$ cat src/rtl/crc_pkg.sv
// crc_pkg: shared types and helpers for the receive-side CRC checker.
package crc_pkg;

   // The registered result record is sized for 32-bit CRCs.
   localparam int CRC_W = 32;

   typedef struct packed {
      logic             ok;
      logic [CRC_W-1:0] calc;
      logic [CRC_W-1:0] rx;
   } crc_result_t;

   // FIFO pointer width: the extra MSB tells a full FIFO from an empty one.
   function automatic int ptr_w(input int depth);
      return $clog2(depth) + 1;
   endfunction

endpackage

$ cat src/rtl/crc_check_if.sv
// crc_check_if: flit stream, received-CRC sideband and check results.
interface crc_check_if #(
   parameter int DWIDTH    = 512,
   parameter int CRC_WIDTH = 32,
   parameter int CNT_W     = 32
);
   logic [DWIDTH-1:0]    din;
   logic                 flitEn;
   logic                 dlast;
   logic [CRC_WIDTH-1:0] crc_in;
   logic                 chk_vld;
   logic                 chk_ok;
   logic [CRC_WIDTH-1:0] crc_calc;
   logic [CRC_WIDTH-1:0] crc_rx;
   logic [CNT_W-1:0]     good_cnt;
   logic [CNT_W-1:0]     bad_cnt;
   logic                 ovf_err;
   logic                 unf_err;

   modport master (
      output din, flitEn, dlast, crc_in,
      input  chk_vld, chk_ok, crc_calc, crc_rx, good_cnt, bad_cnt, ovf_err, unf_err
   );

   modport slave (
      input  din, flitEn, dlast, crc_in,
      output chk_vld, chk_ok, crc_calc, crc_rx, good_cnt, bad_cnt, ovf_err, unf_err
   );
endinterface

$ cat src/rtl/crc_gen.sv
// crc_gen: streaming CRC over DWIDTH-bit flits. Bytes are consumed from the
// top of the flit downwards; the final CRC appears PIPE_LVL cycles after the
// last flit of a frame.
module crc_gen #(
   parameter int                   DWIDTH    = 512,
   parameter int                   CRC_WIDTH = 32,
   parameter int                   PIPE_LVL  = 2,
   parameter logic [CRC_WIDTH-1:0] CRC_POLY  = 32'h04C1_1DB7,
   parameter logic [CRC_WIDTH-1:0] INIT      = 32'hFFFF_FFFF,
   parameter logic [CRC_WIDTH-1:0] XOR_OUT   = 32'hFFFF_FFFF,
   parameter bit                   REFIN     = 1'b1,
   parameter bit                   REFOUT    = 1'b1
) (
   input  logic                 clk,
   input  logic                 rst,
   input  logic [DWIDTH-1:0]    din,
   input  logic                 flitEn,
   input  logic                 dlast,
   output logic [CRC_WIDTH-1:0] crc_out,
   output logic                 crc_out_vld
);

   logic [CRC_WIDTH-1:0]                crc_q;
   logic [CRC_WIDTH-1:0]                crc_d;
   logic [PIPE_LVL-1:0][CRC_WIDTH-1:0]  pipe_q;
   logic [PIPE_LVL-1:0]                 vld_q;

   // One flit through the serial LFSR; REFIN feeds each byte LSB first.
   function automatic logic [CRC_WIDTH-1:0] crc_step(input logic [CRC_WIDTH-1:0] c_in,
                                                     input logic [DWIDTH-1:0]    d);
      logic [CRC_WIDTH-1:0] c;
      logic                 fb;
      c = c_in;
      for (int i = DWIDTH/8 - 1; i >= 0; i--) begin
         for (int j = 0; j < 8; j++) begin
            fb = c[CRC_WIDTH-1] ^ (REFIN ? d[8*i + j] : d[8*i + 7 - j]);
            c  = {c[CRC_WIDTH-2:0], 1'b0} ^ (fb ? CRC_POLY : '0);
         end
      end
      return c;
   endfunction

   // Output reflection and final XOR.
   function automatic logic [CRC_WIDTH-1:0] finalize(input logic [CRC_WIDTH-1:0] c);
      logic [CRC_WIDTH-1:0] r;
      for (int k = 0; k < CRC_WIDTH; k++) r[k] = REFOUT ? c[CRC_WIDTH-1-k] : c[k];
      return r ^ XOR_OUT;
   endfunction

   // Remainder after absorbing the current flit.
   always_comb begin
      crc_d = crc_step(crc_q, din);
   end

   // Running remainder, restarted from INIT after each last flit.
   always_ff @(posedge clk) begin
      if (rst)         crc_q <= INIT;
      else if (flitEn) crc_q <= dlast ? INIT : crc_d;
   end

   // Result-valid delay line.
   always_ff @(posedge clk) begin
      if (rst) begin
         vld_q <= '0;
      end else begin
         vld_q[0] <= flitEn && dlast;
         for (int k = 1; k < PIPE_LVL; k++) vld_q[k] <= vld_q[k-1];
      end
   end

   // Result data delay line, travelling alongside vld_q.
   always_ff @(posedge clk) begin
      if (flitEn && dlast) pipe_q[0] <= finalize(crc_d);
      for (int k = 1; k < PIPE_LVL; k++) pipe_q[k] <= pipe_q[k-1];
   end

   assign crc_out     = pipe_q[PIPE_LVL-1];
   assign crc_out_vld = vld_q[PIPE_LVL-1];

endmodule

$ cat src/rtl/crc_check.sv
// crc_check: receive-side CRC checker. Received CRCs queue in an in-order
// FIFO until crc_gen delivers the computed value for the same frame; the
// pair is compared, reported and counted.
module crc_check
   import crc_pkg::*;
#(
   parameter int                   DWIDTH    = 512,
   parameter int                   CRC_WIDTH = 32,
   parameter int                   PIPE_LVL  = 2,
   parameter logic [CRC_WIDTH-1:0] CRC_POLY  = 32'h04C1_1DB7,
   parameter logic [CRC_WIDTH-1:0] INIT      = 32'hFFFF_FFFF,
   parameter logic [CRC_WIDTH-1:0] XOR_OUT   = 32'hFFFF_FFFF,
   parameter bit                   REFIN     = 1'b1,
   parameter bit                   REFOUT    = 1'b1,
   parameter int                   DEPTH     = 8,
   parameter int                   CNT_W     = 32
) (
   input  logic      clk,
   input  logic      rst_n,
   crc_check_if.slave bus
);

   localparam int PW = ptr_w(DEPTH);
   localparam int AW = PW - 1;

   logic [CRC_WIDTH-1:0] gen_crc;
   logic                 gen_vld;

   logic [CRC_WIDTH-1:0] mem_q [DEPTH];
   logic [PW-1:0]        wr_ptr_q, wr_ptr_d, rd_ptr_q, rd_ptr_d;
   logic                 ovf_q, ovf_d, unf_q, unf_d;
   logic                 chk_vld_q, chk_vld_d;
   crc_result_t          res_q, res_d;
   logic [CNT_W-1:0]     good_q, good_d, bad_q, bad_d;

   logic                 push, pop, empty, full, bypass, do_pop, do_write;
   logic [CRC_WIDTH-1:0] cmp_rx;

   crc_gen #(
      .DWIDTH   (DWIDTH),
      .CRC_WIDTH(CRC_WIDTH),
      .PIPE_LVL (PIPE_LVL),
      .CRC_POLY (CRC_POLY),
      .INIT     (INIT),
      .XOR_OUT  (XOR_OUT),
      .REFIN    (REFIN),
      .REFOUT   (REFOUT)
   ) u_crc_gen (
      .clk        (clk),
      .rst        (!rst_n),
      .din        (bus.din),
      .flitEn     (bus.flitEn),
      .dlast      (bus.dlast),
      .crc_out    (gen_crc),
      .crc_out_vld(gen_vld)
   );

   assign push     = bus.flitEn && bus.dlast;
   assign pop      = gen_vld;
   assign empty    = (wr_ptr_q == rd_ptr_q);
   assign full     = (wr_ptr_q[AW] != rd_ptr_q[AW]) && (wr_ptr_q[AW-1:0] == rd_ptr_q[AW-1:0]);
   // An empty FIFO with a simultaneous push hands crc_in straight to the compare.
   assign bypass   = pop && empty && push;
   assign do_pop   = pop && !empty;
   assign do_write = push && !bypass && (!full || do_pop);
   assign cmp_rx   = bypass ? bus.crc_in : mem_q[rd_ptr_q[AW-1:0]];

   // Next state: FIFO pointers, sticky errors, compare result, counters.
   always_comb begin
      wr_ptr_d  = wr_ptr_q;
      rd_ptr_d  = rd_ptr_q;
      ovf_d     = ovf_q;
      unf_d     = unf_q;
      chk_vld_d = 1'b0;
      res_d     = res_q;
      good_d    = good_q;
      bad_d     = bad_q;
      if (do_write) wr_ptr_d = wr_ptr_q + PW'(1);
      if (do_pop)   rd_ptr_d = rd_ptr_q + PW'(1);
      if (push && full && !do_pop) ovf_d = 1'b1;
      if (pop && empty && !push)   unf_d = 1'b1;
      if (do_pop || bypass) begin
         chk_vld_d  = 1'b1;
         res_d.ok   = (gen_crc == cmp_rx);
         res_d.calc = CRC_W'(gen_crc);
         res_d.rx   = CRC_W'(cmp_rx);
         if (gen_crc == cmp_rx) begin
            if (good_q != {CNT_W{1'b1}}) good_d = good_q + CNT_W'(1);
         end else begin
            if (bad_q != {CNT_W{1'b1}}) bad_d = bad_q + CNT_W'(1);
         end
      end
   end

   // Control and result registers.
   always_ff @(posedge clk or negedge rst_n) begin
      if (!rst_n) begin
         wr_ptr_q  <= '0;
         rd_ptr_q  <= '0;
         ovf_q     <= 1'b0;
         unf_q     <= 1'b0;
         chk_vld_q <= 1'b0;
         res_q     <= '0;
         good_q    <= '0;
         bad_q     <= '0;
      end else begin
         wr_ptr_q  <= wr_ptr_d;
         rd_ptr_q  <= rd_ptr_d;
         ovf_q     <= ovf_d;
         unf_q     <= unf_d;
         chk_vld_q <= chk_vld_d;
         res_q     <= res_d;
         good_q    <= good_d;
         bad_q     <= bad_d;
      end
   end

   // FIFO storage; contents are only meaningful between the pointers.
   always_ff @(posedge clk) begin
      if (do_write) mem_q[wr_ptr_q[AW-1:0]] <= bus.crc_in;
   end

   assign bus.chk_vld  = chk_vld_q;
   assign bus.chk_ok   = res_q.ok;
   assign bus.crc_calc = CRC_WIDTH'(res_q.calc);
   assign bus.crc_rx   = CRC_WIDTH'(res_q.rx);
   assign bus.good_cnt = good_q;
   assign bus.bad_cnt  = bad_q;
   assign bus.ovf_err  = ovf_q;
   assign bus.unf_err  = unf_q;

endmodule

$ cat src/flat_wrapper.sv
// flat-port wrapper written by rule: the top's interface ports become plain ports
module crc_check_flat import crc_pkg::*;
#(
   parameter int                   DWIDTH    = 512,
   parameter int                   CRC_WIDTH = 32,
   parameter int                   PIPE_LVL  = 2,
   parameter logic [CRC_WIDTH-1:0] CRC_POLY  = 32'h04C1_1DB7,
   parameter logic [CRC_WIDTH-1:0] INIT      = 32'hFFFF_FFFF,
   parameter logic [CRC_WIDTH-1:0] XOR_OUT   = 32'hFFFF_FFFF,
   parameter bit                   REFIN     = 1'b1,
   parameter bit                   REFOUT    = 1'b1,
   parameter int                   DEPTH     = 8,
   parameter int                   CNT_W     = 32
)
  (clk, rst_n, bus_din, bus_flitEn, bus_dlast, bus_crc_in, bus_chk_vld, bus_chk_ok, bus_crc_calc, bus_crc_rx, bus_good_cnt, bus_bad_cnt, bus_ovf_err, bus_unf_err);
  crc_check_if #(.DWIDTH(DWIDTH), .CRC_WIDTH(CRC_WIDTH), .CNT_W(CNT_W)) bus_i ();
  input  logic clk;
  input  logic rst_n;
  input wire logic [$bits(bus_i.din)-1:0] bus_din;
  input wire logic [$bits(bus_i.flitEn)-1:0] bus_flitEn;
  input wire logic [$bits(bus_i.dlast)-1:0] bus_dlast;
  input wire logic [$bits(bus_i.crc_in)-1:0] bus_crc_in;
  output wire logic [$bits(bus_i.chk_vld)-1:0] bus_chk_vld;
  output wire logic [$bits(bus_i.chk_ok)-1:0] bus_chk_ok;
  output wire logic [$bits(bus_i.crc_calc)-1:0] bus_crc_calc;
  output wire logic [$bits(bus_i.crc_rx)-1:0] bus_crc_rx;
  output wire logic [$bits(bus_i.good_cnt)-1:0] bus_good_cnt;
  output wire logic [$bits(bus_i.bad_cnt)-1:0] bus_bad_cnt;
  output wire logic [$bits(bus_i.ovf_err)-1:0] bus_ovf_err;
  output wire logic [$bits(bus_i.unf_err)-1:0] bus_unf_err;
  assign bus_i.din = bus_din;
  assign bus_i.flitEn = bus_flitEn;
  assign bus_i.dlast = bus_dlast;
  assign bus_i.crc_in = bus_crc_in;
  assign bus_chk_vld = bus_i.chk_vld;
  assign bus_chk_ok = bus_i.chk_ok;
  assign bus_crc_calc = bus_i.crc_calc;
  assign bus_crc_rx = bus_i.crc_rx;
  assign bus_good_cnt = bus_i.good_cnt;
  assign bus_bad_cnt = bus_i.bad_cnt;
  assign bus_ovf_err = bus_i.ovf_err;
  assign bus_unf_err = bus_i.unf_err;
  crc_check #(.DWIDTH(DWIDTH), .CRC_WIDTH(CRC_WIDTH), .PIPE_LVL(PIPE_LVL), .CRC_POLY(CRC_POLY), .INIT(INIT), .XOR_OUT(XOR_OUT), .REFIN(REFIN), .REFOUT(REFOUT), .DEPTH(DEPTH), .CNT_W(CNT_W)) u_core (.clk(clk), .rst_n(rst_n), .bus(bus_i));
endmodule
$ cat config.mk
export PLATFORM = sky130hd
export DESIGN_NAME = crc_check_flat
export DESIGN_NICKNAME = d
export VERILOG_FILES = /design/src/rtl/crc_pkg.sv /design/src/rtl/crc_check_if.sv /design/src/rtl/crc_gen.sv /design/src/rtl/crc_check.sv /design/src/flat_wrapper.sv
export SDC_FILE = /design/constraint.sdc
export NUM_CORES = 2
export LEC_CHECK = 0
export CAP_MARGIN = 20
export CORE_ASPECT_RATIO = 1.4
export CORE_MARGIN = 5
export CORE_UTILIZATION = 62
export DETAILED_ROUTE_END_ITERATION = 7
export HOLD_SLACK_MARGIN = 0.1
export PLACE_DENSITY = 0.95
export SLEW_MARGIN = 0
export SYNTH_ARGS = -nofsm -noshare
export SYNTH_HDL_FRONTEND = slang
export SYNTH_HIERARCHICAL = 1
export SYNTH_SLANG_ARGS = --single-unit
$ cat constraint.sdc
create_clock -name clk -period 43.5 [get_ports clk]
set_input_delay 6.525 -clock clk [delete_from_list [all_inputs] [get_ports clk]]
set_output_delay 6.525 -clock clk [all_outputs]
set_load 0.02 [all_outputs]
==> results of run 1 <==
-- metal layers --
layer / GRT usage [%] / GRT overflow
met1: 70.0 / 33
met2: 94.3 / 1055
met3: 60.1 / 14
met4: 75.9 / 454
met5: 29.1 / 2
-- kinds of logic after synthesis --
family,share of synthesized area [%]
XOR/XNOR,78.4
flip-flops,15.0
buffers and inverters,0.961
AO/OA/AOI/OAI,1.14
multiplexers,2.07
adder cells (fa/ha/maj),0.0558
AND/OR/NAND/NOR,2.35
-- what timing repair did --
action | CTS
pin swaps | 310
endpoints found under the hold margin | 0
endpoints found under the setup margin | 64
buffers inserted | 351
gates resized for setup | 974
-- through the flow --
step | setup TNS, ns | setup slack (ns) | utilization, % | instance area [sq um] | cells
2_1_floorplan | 0 | 0.00821 | - | 90800 | 5982
3_3_place_gp | -85.54 | -1.54 | 79.7 | 115000 | 10479
3_5_place_dp | -255.23 | -4.19 | 79.7 | 115000 | 10479
4_1_cts | -17.39 | -0.443 | 86.2 | 124000 | 10896
==> metrics.txt, run 1 <==
deepest clock path buffer count 3; Congestion Overflow GR between 1,500 and 2,000; Post-Syn Area 89,700 sq um; Initial Util ~62%; Synth Net Count about 6,500; std cell rows 165; die height 460 um; top cell type's share of synthesized area a little under two fifths; Seq cells post-synth between 400 and 500; top_reg_cell synth edfxtp_1; Exit stage global routing (5_1_grt); top-count cell post-synth xnor2_1; clock root buffer clkbuf_16; CTS Hold Bufs 0; CTS buffer count 37; Die Width around 330 um; global-route wire length before repair 814,000 um; Ys Warns 6; status stopped before the end; Async SR Flop Fraction approximately 28%; most frequent cells after synthesis 1,634 x xnor2_1, 1,518 x xnor3_1, 730 x xor2_1, 288 x edfxtp_1, 223 x xor3_1; largest net degree at the start of global routing 75; Unique masters post-synth 52; GPL Wtd Cong roughly 1.2; Clock Sinks 494; synthesized area per cell approximately 15 sq um; I/O Pins between 600 and 700; vias in the first global route 96,504; Post-synth EDFFs approximately 290; error msg [ERROR GRT-0116] Global routing finished with congestion. Check the congestion regions in the DRC Viewer.; Mapped Cells 5,982; area leader, netlist xnor3_1; port bufs 679; Area contributors post-synth xnor3_1 38%, xnor2_1 16%, edfxtp_1 9.6%; Tot GR Track Use approximately three quarters; DP HPWL roughly 300,000 um; sequential area share after synthesis around 15%; H-tree levels 2
==> run 2, diff against run 1 <==
--- a/config.mk
+++ b/config.mk
@@ -6,12 +6,10 @@
 export NUM_CORES = 2
 export LEC_CHECK = 0
 export CAP_MARGIN = 20
-export CORE_ASPECT_RATIO = 1.4
 export CORE_MARGIN = 5
-export CORE_UTILIZATION = 62
+export CORE_UTILIZATION = 40
 export DETAILED_ROUTE_END_ITERATION = 7
-export HOLD_SLACK_MARGIN = 0.1
-export PLACE_DENSITY = 0.95
+export PLACE_DENSITY_LB_ADDON = 0.15
 export SLEW_MARGIN = 0
 export SYNTH_ARGS = -nofsm -noshare
 export SYNTH_HDL_FRONTEND = slang
==> metrics.txt, run 2 <==
status finished clean; Critical Path Fanout Max 6; Worst Skew between 0.03 and 0.04 ns; Clock transition at path regs about 0.070 ns; port bufs 679 (unchanged); CTS Hold Bufs 0 (unchanged); Antenna Violating Nets Remaining 0; final worst-path cycle share 99.9%; Area contributors post-synth xnor3_1 38%, xnor2_1 16%, edfxtp_1 9.6%; Slew @ Worst Pin just under 1 ns; max FFs per register 256; Post-Place Cell Area 122,000 sq um (+6.6%); Worst setup EP type flip-flop; Setup Crit Path Kind input port to flip-flop; Worst slew margin a little over a third; clock root buffer clkbuf_16; DP HPWL 264,000 um (-12%); CP Launch Type input port; Mapped Cells 5,982 (unchanged); Synth Area in Simple Gates 2.35% (unchanged); GPL Wtd Cong 0.957 (-17%); most frequent cells in the layout 3,007 x buf_4, 1,416 x xnor2_1, 1,172 x xnor3_1, 673 x clkdlybuf4s50_1, 606 x xor2_1; Hold WC Path Type flip-flop to flip-flop; post-synthesis adder-cell area fraction 0.0558% (unchanged); final hold vios 0; fin crit period between 40 and 50 ns; CTS buffer count 49 (+32%); Skew-Pair Late Insertion Delay just under 0.6 ns; Critical-path top delay cell xor3_2; main combinational cell family by area after synthesis XOR/XNOR gates; final setup TNS 0 ns; commonest non-fill, non-tap cell in the layout buf_4; Post-Synth XOR/XNOR Area 78.4% (unchanged); DRC 0; CP required 43.81 ns; top cell type's share of synthesized area 38.1% (unchanged); Post-synth EDFFs 288 (unchanged); CTS tree done; Initial DRC Count ~4,200; Unique masters post-synth 52 (unchanged); First-pass DRT Iterations 6; Final Instance Area roughly 130,000 sq um; final wirelength 305,000 um; deepest clock path buffer count 3 (unchanged); Worst Path Arrival 43.76 ns; initial antenna violation count 73; # fillers between 15,000 and 20,000; top-count cell post-synth xnor2_1; Seq cells post-synth 494 (unchanged); Synth Area in Compound Gates 1.14% (unchanged); Async SR Flop Fraction 28.3% (unchanged); sequential area share after synthesis 15.0% (unchanged); largest net degree at the start of global routing 65; Placed Cells 12,342 (+18%); Slew Limit Fails 0; synthesized area per cell 15.0 sq um (unchanged); fin nets approximately 10,000; Synth Net Count 6,534 (unchanged); Crit path largest cell delay about 0.60 ns; Core Footprint about 220,000 sq um; Congestion Overflow GR 0; Ys Warns 6 (unchanged); H-tree levels 2 (unchanged); MaxCap Viol Count 0; most frequent cells after synthesis 1,634 x xnor2_1, 1,518 x xnor3_1, 730 x xor2_1, 288 x edfxtp_1, 223 x xor3_1; die height 484 um (+5.1%); layout cells sized above 1 around 46%; Die Width 484 um (+46%); std cell rows 173 (+4.8%); vias in the first global route roughly 64,000; DR vias/cell about 4.8; via count ~60,000; die area around 230,000 sq um; Post-Syn Area 89,700 sq um (unchanged); Initial Util 40.3% (-22 points); RSZ-0062 raised after global routing yes; post-synthesis mux area share 2.07% (unchanged); drt wl/cell about 24 um; I/O Pins 680 (unchanged); top_reg_cell synth edfxtp_1; non-filler instance count after layout 12,704; maximum clock frequency 23.0 MHz; critical path's most frequent cell xnor3_2; area grow syn2layout 44.6%; global-route wire length before repair 440,000 um; Tot GR Track Use between 20 and 30%; Final setup viols 0; area leader, netlist xnor3_1; Clock Sinks 494 (unchanged)
==> run 2: cell counts after synthesis <==
Identical to the previous run, type by type.
==> run 2: timing repair <==
action                                  CTS  global route
gates resized for setup                 393           332
endpoints found under the setup margin   64            64
pin swaps                               104           132
buffers inserted                        118           113
endpoints found under the hold margin     0             0
==> run 2: layout make-up <==
cell class	instances	area, sq um	share of cell area [%]
inverters	23	86.3	0.0666
flip-flops and latches	494	13500	10.4
well taps	2975	3720	2.87
repair buffers	3757	30700	23.7
clock buffers	65	1350	1.04
diodes	39	97.6	0.0752
multi-input cells	5326	80100	61.7
clock inverters	25	238	0.183
==> run 2: final timing paths <==
check                      slack (ns)                               startpoint                                     to  cells past startpoint
setup / recovery                 0.05                             bus_din[510]  u_core/u_crc_gen/pipe_q[20]$_DFFE_PP_                    115
hold / removal                   0.32    u_core/u_crc_gen/pipe_q[31]$_DFFE_PP_   u_core/u_crc_gen/crc_out[31]$_DFF_P_                      0
setup reg to reg                 5.92  u_core/u_crc_gen/crc_q[31]$_SDFFE_PP1P_  u_core/u_crc_gen/pipe_q[20]$_DFFE_PP_                    114
hold reg to reg                  0.32    u_core/u_crc_gen/pipe_q[31]$_DFFE_PP_   u_core/u_crc_gen/crc_out[31]$_DFF_P_                      0
max in group asynchronous       36.42                                    rst_n         u_core/rd_ptr_q[0]$_DFFE_PN0P_                      2
min in group asynchronous        5.85                                    rst_n     u_core/bus.good_cnt[4]$_DFFE_PN0P_                      1
==> run 2: worst max-delay path, delay by kind of cell <==
kind,cells,cell delay [ns]
buffers and inverters,27,4.87
XOR/XNOR,88,32.25
==> run 2: per-layer routing <==
layer  track usage, %  wire length [um]  up-vias  part of all wire (%)
met5                0               381        -                  0.12
met4             5.53              8280       60                   2.7
met3             3.59             18000      305                   5.9
met2             42.2            146000     1651                    48
met1             35.1            133000    30552                    44
li1                 -                 -    28126                     -
==> run 2: per-stage QoR <==
step           hold WS [ns]  setup slack (ns)  utilization, %
2_1_floorplan         0.323           0.00821               -
3_3_place_gp          0.326             -2.29            55.0
3_5_place_dp          0.329             -2.42            55.0
4_1_cts               0.320           0.00204            57.0
5_1_grt               0.325            -0.787            58.2
6_report              0.316            0.0465            58.2
==> run 2: kinds of logic after synthesis <==
family	Yosys count
flops	494
compound gates	161
xor+xnor	4612
simple gates	445
buf+inv	162
mux	104
fa+ha+maj	4
Power of run 2 is not shown: default switching activity piles up to over one toggle a cycle in this logic, so the estimate is an artifact.
